## src/rtl/dmem_arb.sv

```systemverilog
// dmem_arb: arbiter and access sequencer in front of the single-port data memory.
//
// Two requesters share the memory: the CPU load/store path (c_*) and a
// host/loader port (h_*). One winning command is registered in IDLE, issued
// to the memory for exactly one cycle in ACCESS, and answered in RESP. Each
// transaction therefore takes three cycles, and busy is high while one is
// in flight.
//
// Parameters:
//   AW - address width
//   DW - data width
//
// Ports:
//   clk                      system clock, all state on the rising edge
//   reset                    asynchronous, active-low clear of all state
//   c_req/c_we/c_addr/c_wdata   CPU command (held until c_gnt)
//   c_gnt                    one-cycle pulse, CPU command is at the memory
//   c_rvalid/c_rdata         CPU read response (rdata held until next CPU read)
//   h_*                      host port, same meaning as the CPU port
//   mem_cs/mem_r/mem_w       memory chip select and read/write strobes
//   mem_addr/mem_wdata       memory address and write data
//   mem_rdata                memory read data, valid combinationally in ACCESS
//   busy                     high whenever a transaction is in flight
//
// Build option:
//   DMEM_ARB_RR_EN  when defined, ties are resolved round-robin using a
//                   one-bit last-winner pointer; otherwise the CPU always
//                   wins a tie.

module dmem_arb #(
  parameter int AW = 32,
  parameter int DW = 32
) (
  input  logic          clk,
  input  logic          reset,
  input  logic          c_req,
  input  logic          c_we,
  input  logic [AW-1:0] c_addr,
  input  logic [DW-1:0] c_wdata,
  output logic          c_gnt,
  output logic          c_rvalid,
  output logic [DW-1:0] c_rdata,
  input  logic          h_req,
  input  logic          h_we,
  input  logic [AW-1:0] h_addr,
  input  logic [DW-1:0] h_wdata,
  output logic          h_gnt,
  output logic          h_rvalid,
  output logic [DW-1:0] h_rdata,
  output logic          mem_cs,
  output logic          mem_r,
  output logic          mem_w,
  output logic [AW-1:0] mem_addr,
  output logic [DW-1:0] mem_wdata,
  input  logic [DW-1:0] mem_rdata,
  output logic          busy
);

  typedef enum logic [1:0] {
    IDLE   = 2'd0,
    ACCESS = 2'd1,
    RESP   = 2'd2
  } state_t;

  state_t        state;
  state_t        state_next;

  // Registered command; cmd_owner is 1 when the host owns it.
  logic          cmd_owner;
  logic          cmd_we;
  logic [AW-1:0] cmd_addr;
  logic [DW-1:0] cmd_wdata;

  logic [DW-1:0] c_rdata_q;
  logic [DW-1:0] h_rdata_q;

  logic          any_req;
  logic          win_h;

  assign any_req = c_req | h_req;

`ifdef DMEM_ARB_RR_EN
  // Last winner: 1 = host. Resetting to host hands the CPU the first tie.
  logic last_h;

  // On a tie the port that did not win last time gets the grant.
  assign win_h = h_req & (~c_req | ~last_h);

  // The pointer only moves when a command is accepted for issue.
  always_ff @(posedge clk or negedge reset) begin
    if (!reset) begin
      last_h <= 1'b1;
    end else if (state == IDLE && any_req) begin
      last_h <= win_h;
    end
  end
`else
  // Fixed priority: the host only wins when the CPU is not asking.
  assign win_h = h_req & ~c_req;
`endif

  // State register.
  always_ff @(posedge clk or negedge reset) begin
    if (!reset) begin
      state <= IDLE;
    end else begin
      state <= state_next;
    end
  end

  // A transaction always runs IDLE -> ACCESS -> RESP -> IDLE; requests are
  // only looked at in IDLE.
  always_comb begin
    state_next = state;
    unique case (state)
      IDLE:    state_next = any_req ? ACCESS : IDLE;
      ACCESS:  state_next = RESP;
      RESP:    state_next = IDLE;
      default: state_next = IDLE;
    endcase
  end

  // Command capture in IDLE, and read-data capture at the end of ACCESS into
  // the owner's own register so the other port's data is never disturbed.
  always_ff @(posedge clk or negedge reset) begin
    if (!reset) begin
      cmd_owner <= 1'b0;
      cmd_we    <= 1'b0;
      cmd_addr  <= '0;
      cmd_wdata <= '0;
      c_rdata_q <= '0;
      h_rdata_q <= '0;
    end else begin
      if (state == IDLE && any_req) begin
        cmd_owner <= win_h;
        cmd_we    <= win_h ? h_we    : c_we;
        cmd_addr  <= win_h ? h_addr  : c_addr;
        cmd_wdata <= win_h ? h_wdata : c_wdata;
      end
      if (state == ACCESS && !cmd_we) begin
        if (cmd_owner) begin
          h_rdata_q <= mem_rdata;
        end else begin
          c_rdata_q <= mem_rdata;
        end
      end
    end
  end

  // Outputs decode straight from state, so an asynchronous reset drops the
  // memory strobes in the same cycle. Address and data are forced to zero
  // outside ACCESS.
  always_comb begin
    mem_cs    = 1'b0;
    mem_r     = 1'b0;
    mem_w     = 1'b0;
    mem_addr  = '0;
    mem_wdata = '0;
    c_gnt     = 1'b0;
    h_gnt     = 1'b0;
    c_rvalid  = 1'b0;
    h_rvalid  = 1'b0;
    if (state == ACCESS) begin
      mem_cs    = 1'b1;
      mem_r     = ~cmd_we;
      mem_w     = cmd_we;
      mem_addr  = cmd_addr;
      mem_wdata = cmd_wdata;
      c_gnt     = ~cmd_owner;
      h_gnt     = cmd_owner;
    end
    if (state == RESP && !cmd_we) begin
      c_rvalid = ~cmd_owner;
      h_rvalid = cmd_owner;
    end
  end

  assign busy    = (state != IDLE);
  assign c_rdata = c_rdata_q;
  assign h_rdata = h_rdata_q;

endmodule

```

## config.mk

```make
export PLATFORM = sky130hd
export DESIGN_NAME = dmem_arb
export DESIGN_NICKNAME = d
export VERILOG_FILES = /design/src/rtl/dmem_arb.sv
export SDC_FILE = /design/constraint.sdc
export NUM_CORES = 1
export LEC_CHECK = 0
export BUFFER_PORTS_ARGS = -buffer_cell sky130_fd_sc_hd__buf_2
export CORE_ASPECT_RATIO = 1.25
export CORE_UTILIZATION = 47
export CTS_BUF_LIST = sky130_fd_sc_hd__clkbuf_16
export DETAILED_ROUTE_END_ITERATION = 7
export GPL_TIMING_DRIVEN = 0
export PLACE_DENSITY = 0.8
export SLEW_MARGIN = 20
export SYNTH_ARGS = -nofsm -noshare
export SYNTH_HDL_FRONTEND = slang
export SYNTH_SLANG_ARGS = --single-unit
export TNS_END_PERCENT = 20
```

## constraint.sdc

```tcl
create_clock -name clk -period 2.2 [get_ports clk]
set_clock_uncertainty 0.05 [all_clocks]
set_input_delay 0.22 -clock clk [delete_from_list [all_inputs] [get_ports clk]]
set_output_delay 0.22 -clock clk [all_outputs]
set_load 0.01 [all_outputs]
```

==> run_results.csv <==
group,metric,value,unit
pwr,p_leak,4.82,nW
global_routing,grt_pass1_wl,25100,um
clock_network,tritoncts,"built",
setup_path,path_max_fanout,10,
setup_path,ff2ff_path_depth,5,
global_routing,grt_pass1_vias,4952,
pwr,power_frac_comb,0.428,
setup_path,r2r-start,"state[0]",
detailed_routing,wl_per_cell,17.4,um
logic_synthesis,synth.area.top_cells,"dfrtp_1 50%, mux2_4 23%, mux2_2 14%",
logic_synthesis,yosysSeqAreaShare,0.499,
pwr,seq_power_share,0.334,
detailed_routing,dr.pass1.iters,4,
setup_path,critPathRequiredTime,1.93,ns
pwr,p_int,8.84,mW
floorplan,row_count,48,
detailed_routing,drt_iter0_markers,181,
timing,setup_ws,0.104,ns
placed_design,hpwlAfterDp,12900,um
logic_synthesis,synth_cell_types,19,
clock_network,root_buffer,"clkbuf_16",
run_status,status,"completed",
clock_network,numCtsBuffers,17,
setup_path,crit_type,"flop to output port",
layout,syn_to_final_growth,39.1,%
clock_network,clk_pin_slew,0.06,ns
logic_synthesis,netlist_area,6620,um^2
timing,period_needed,2.10,ns
pwr,p_total,13.1,mW
clock_network,clk_latency,0.40,ns
timing,finalHoldViolations,0,
timing,fmax,477,MHz
setup_path,timing.rr.end,"cmd_wdata[3]",
floorplan,die_area,14600,um^2
layout,nets,935,
min_path,min_path_cells,2,
setup_path,cp-start-kind,"flop",
min_path,hold_start,"mem_rdata[15]",
timing,worst_pin_slew,0.543,ns
detailed_routing,drtAntennaViolNets,0,
global_routing,gr-total-overflow,0,
timing,rsz0062_at_grt,"yes",
logic_synthesis,postSynthAreaPerCell,15.3,um^2
setup_path,crit_path_end_kind,"output port",
floorplan,ioPinCount,302,
layout,fill_cells,1004,
logic_synthesis,syn-num-nets,599,
timing,finalCritPeriodShare,0.953,
logic_synthesis,postSynthCellCount,433,
floorplan,start_util,0.481,
logic_synthesis,yosys.area.top_type,"dfrtp_1",
timing,timing.slew.headroom,0.638,
clock_network,clk_path_buf_depth,2,
floorplan,core-area,13800,um^2
clock_network,post_cts_buffers,0,
layout,drive_above_1_share,0.700,
detailed_routing,vias,4699,
clock_network,cts.sinks,132,
timing,slew_violations,0,
setup_path,rrSetupSlack,0.47,ns
pwr,p_per_area,1420,nW/um^2
logic_synthesis,yosysTopAreaCellShare,0.499,
min_path,min_to,"c_rdata[15]",
pwr,ir_drop,670,uV
logic_synthesis,ys_ff_latch,132,
placed_design,routabilityCongestion,0.774,
logic_synthesis,yosysWarnings,0,
pwr,switching_share,0.325,
detailed_routing,totalWireLength,16700,um
clock_network,ctsHtreeMaxLevel,4,
setup_path,cp.arrival,1.83,ns
timing,fin_setup_tns,0,ns
detailed_routing,drc,0,
global_routing,grt_max_degree,76,
global_routing,antenna_found_initial,2,
placed_design,place_ws,-0.0180,ns
timing,setup_viol_count_final,0,
floorplan,fp.dieW,108,um
job,maxCapViolations,0,
detailed_routing,avgViaCountPerCell,4.91,
min_path,worstHoldPathType,"input pin to flop",
global_routing,track_usage,0.228,
placed_design,io_buffers,301,
pwr,pwr-share-clk,0.238,
floorplan,die_y,135,um
pwr,p_sw,4.27,mW
-- repair_timing --
action                                  in CTS  in global routing
hold buffers                                15                  0
gates resized for setup                      8                  3
endpoints found under the setup margin      33                  4
endpoints found under the hold margin       75                  0
-- state kept, by name, indices dropped and copies added (netlist names) --
name / flops
cmd_addr: 32
cmd_wdata: 32
c_rdata: 32
state: 2
cmd_we: 1
h_rdata: 32
cmd_owner: 1
-- worst max-delay path, stage by stage, from the launching register on --
cell and delay (ns):
dfrtp_1 0.40, nand2b_4 0.19, inv_2 0.11, clkbuf_8 0.17
clkbuf_4 0.20, and2_1 0.20, buf_2 0.16
-- power groups by stage --
stage          Clock (mW)  Combinational (mW)  Sequential [mW]
4_1_cts              3.17                5.67             4.38
6_report             3.12                5.61             4.38
5_1_grt              3.28                6.01             4.53
3_3_place_gp            0                5.43             4.31
3_5_place_dp            0                5.61             4.39
2_1_floorplan           0                3.37             4.53
-- layer usage --
| layer | global-route usage | part of all wire | up-vias |
|---|---|---|---|
| li1 | - | - | 2178 |
| met1 | 0.255 | 0.39 | 2275 |
| met2 | 0.414 | 0.53 | 216 |
| met3 | 0.0555 | 0.065 | 28 |
| met4 | 0.0830 | 0.019 | 2 |
| met5 | 0 | 0.00048 | - |
-- cells in the mapped netlist --
cell type / instances
o21a_1: 1
buf_2: 2
dfrtp_1: 132
nor2_1: 2
nor3_4: 1
nand2b_4: 2
mux2_4: 100
nor4bb_1: 1
mux2_1: 12
buf_4: 5
clkbuf_1: 7
mux2_2: 82
and2_1: 66
nor3b_4: 1
inv_1: 2
a21oi_1: 2
nor4b_1: 1
nor2_2: 1
buf_6: 13
-- worst max path at each step --
stage	from	to	slack [ns]	cells after the start
final	state[1]	mem_wdata[26]	0.10	6
after global routing	state[1]	mem_wdata[26]	-0.007	6
after CTS	state[1]	mem_wdata[24]	0.06	6
after detailed placement	state[1]	mem_wdata[24]	-0.02	6
after global placement	reset	cmd_wdata[28]	-0.76	1
after floorplan	state[1]	h_rdata[10]	0.65	4
-- stage by stage --
step           hold slack, ns  area, um^2  utilization  cells
2_1_floorplan          -0.126        6620            -    433
3_3_place_gp            0.369        8340        0.607    909
3_5_place_dp            0.175        8380        0.609    910
4_1_cts               0.00269        9190        0.668    956
5_1_grt               0.00501        9200        0.669    956
6_report               0.0146        9200        0.669    958
-- logic make-up (layout without fill, tap and decap cells) --
logic type      after synthesis  in the layout  synth area share
mux                         194            194             0.387
flops                       132            132             0.499
simple gates                 75             75            0.0768
buf+inv                      29            377            0.0344
compound gates                3              3           0.00265
other cells                   0              2                 0
-- layout by cell type (no fill, tap or decap), types with 2 or more instances in the layout --
cell type | netlist | routed
buf_2 | 2 | 303
dfrtp_1 | 132 | 132
mux2_4 | 100 | 100
mux2_2 | 82 | 82
and2_1 | 66 | 64
clkbuf_16 | 0 | 17
dlygate4sd3_1 | 0 | 15
buf_6 | 13 | 14
mux2_1 | 12 | 12
buf_4 | 5 | 5
bufinv_16 | 0 | 5
inv_6 | 0 | 4
clkbuf_1 | 7 | 3
clkinv_4 | 0 | 3
diode_2 | 0 | 2
nand2b_4 | 2 | 2
and2_4 | 0 | 2
nor2_1 | 2 | 2
a21oi_1 | 2 | 2
-- final cells by class --
type                       count  area (um^2)  share of cell area
tap                          175          219              0.0238
buffer                        27          236              0.0257
clock inverter                14          224              0.0243
multi-input combinational    272         3090               0.336
timing repair buffer         317         1690               0.184
sequential                   132         3300               0.359
inverter                       2         7.51            0.000816
antenna                        2         5.00            0.000544
clock buffer                  17          425              0.0462
(Power assumes the default switching activity.)
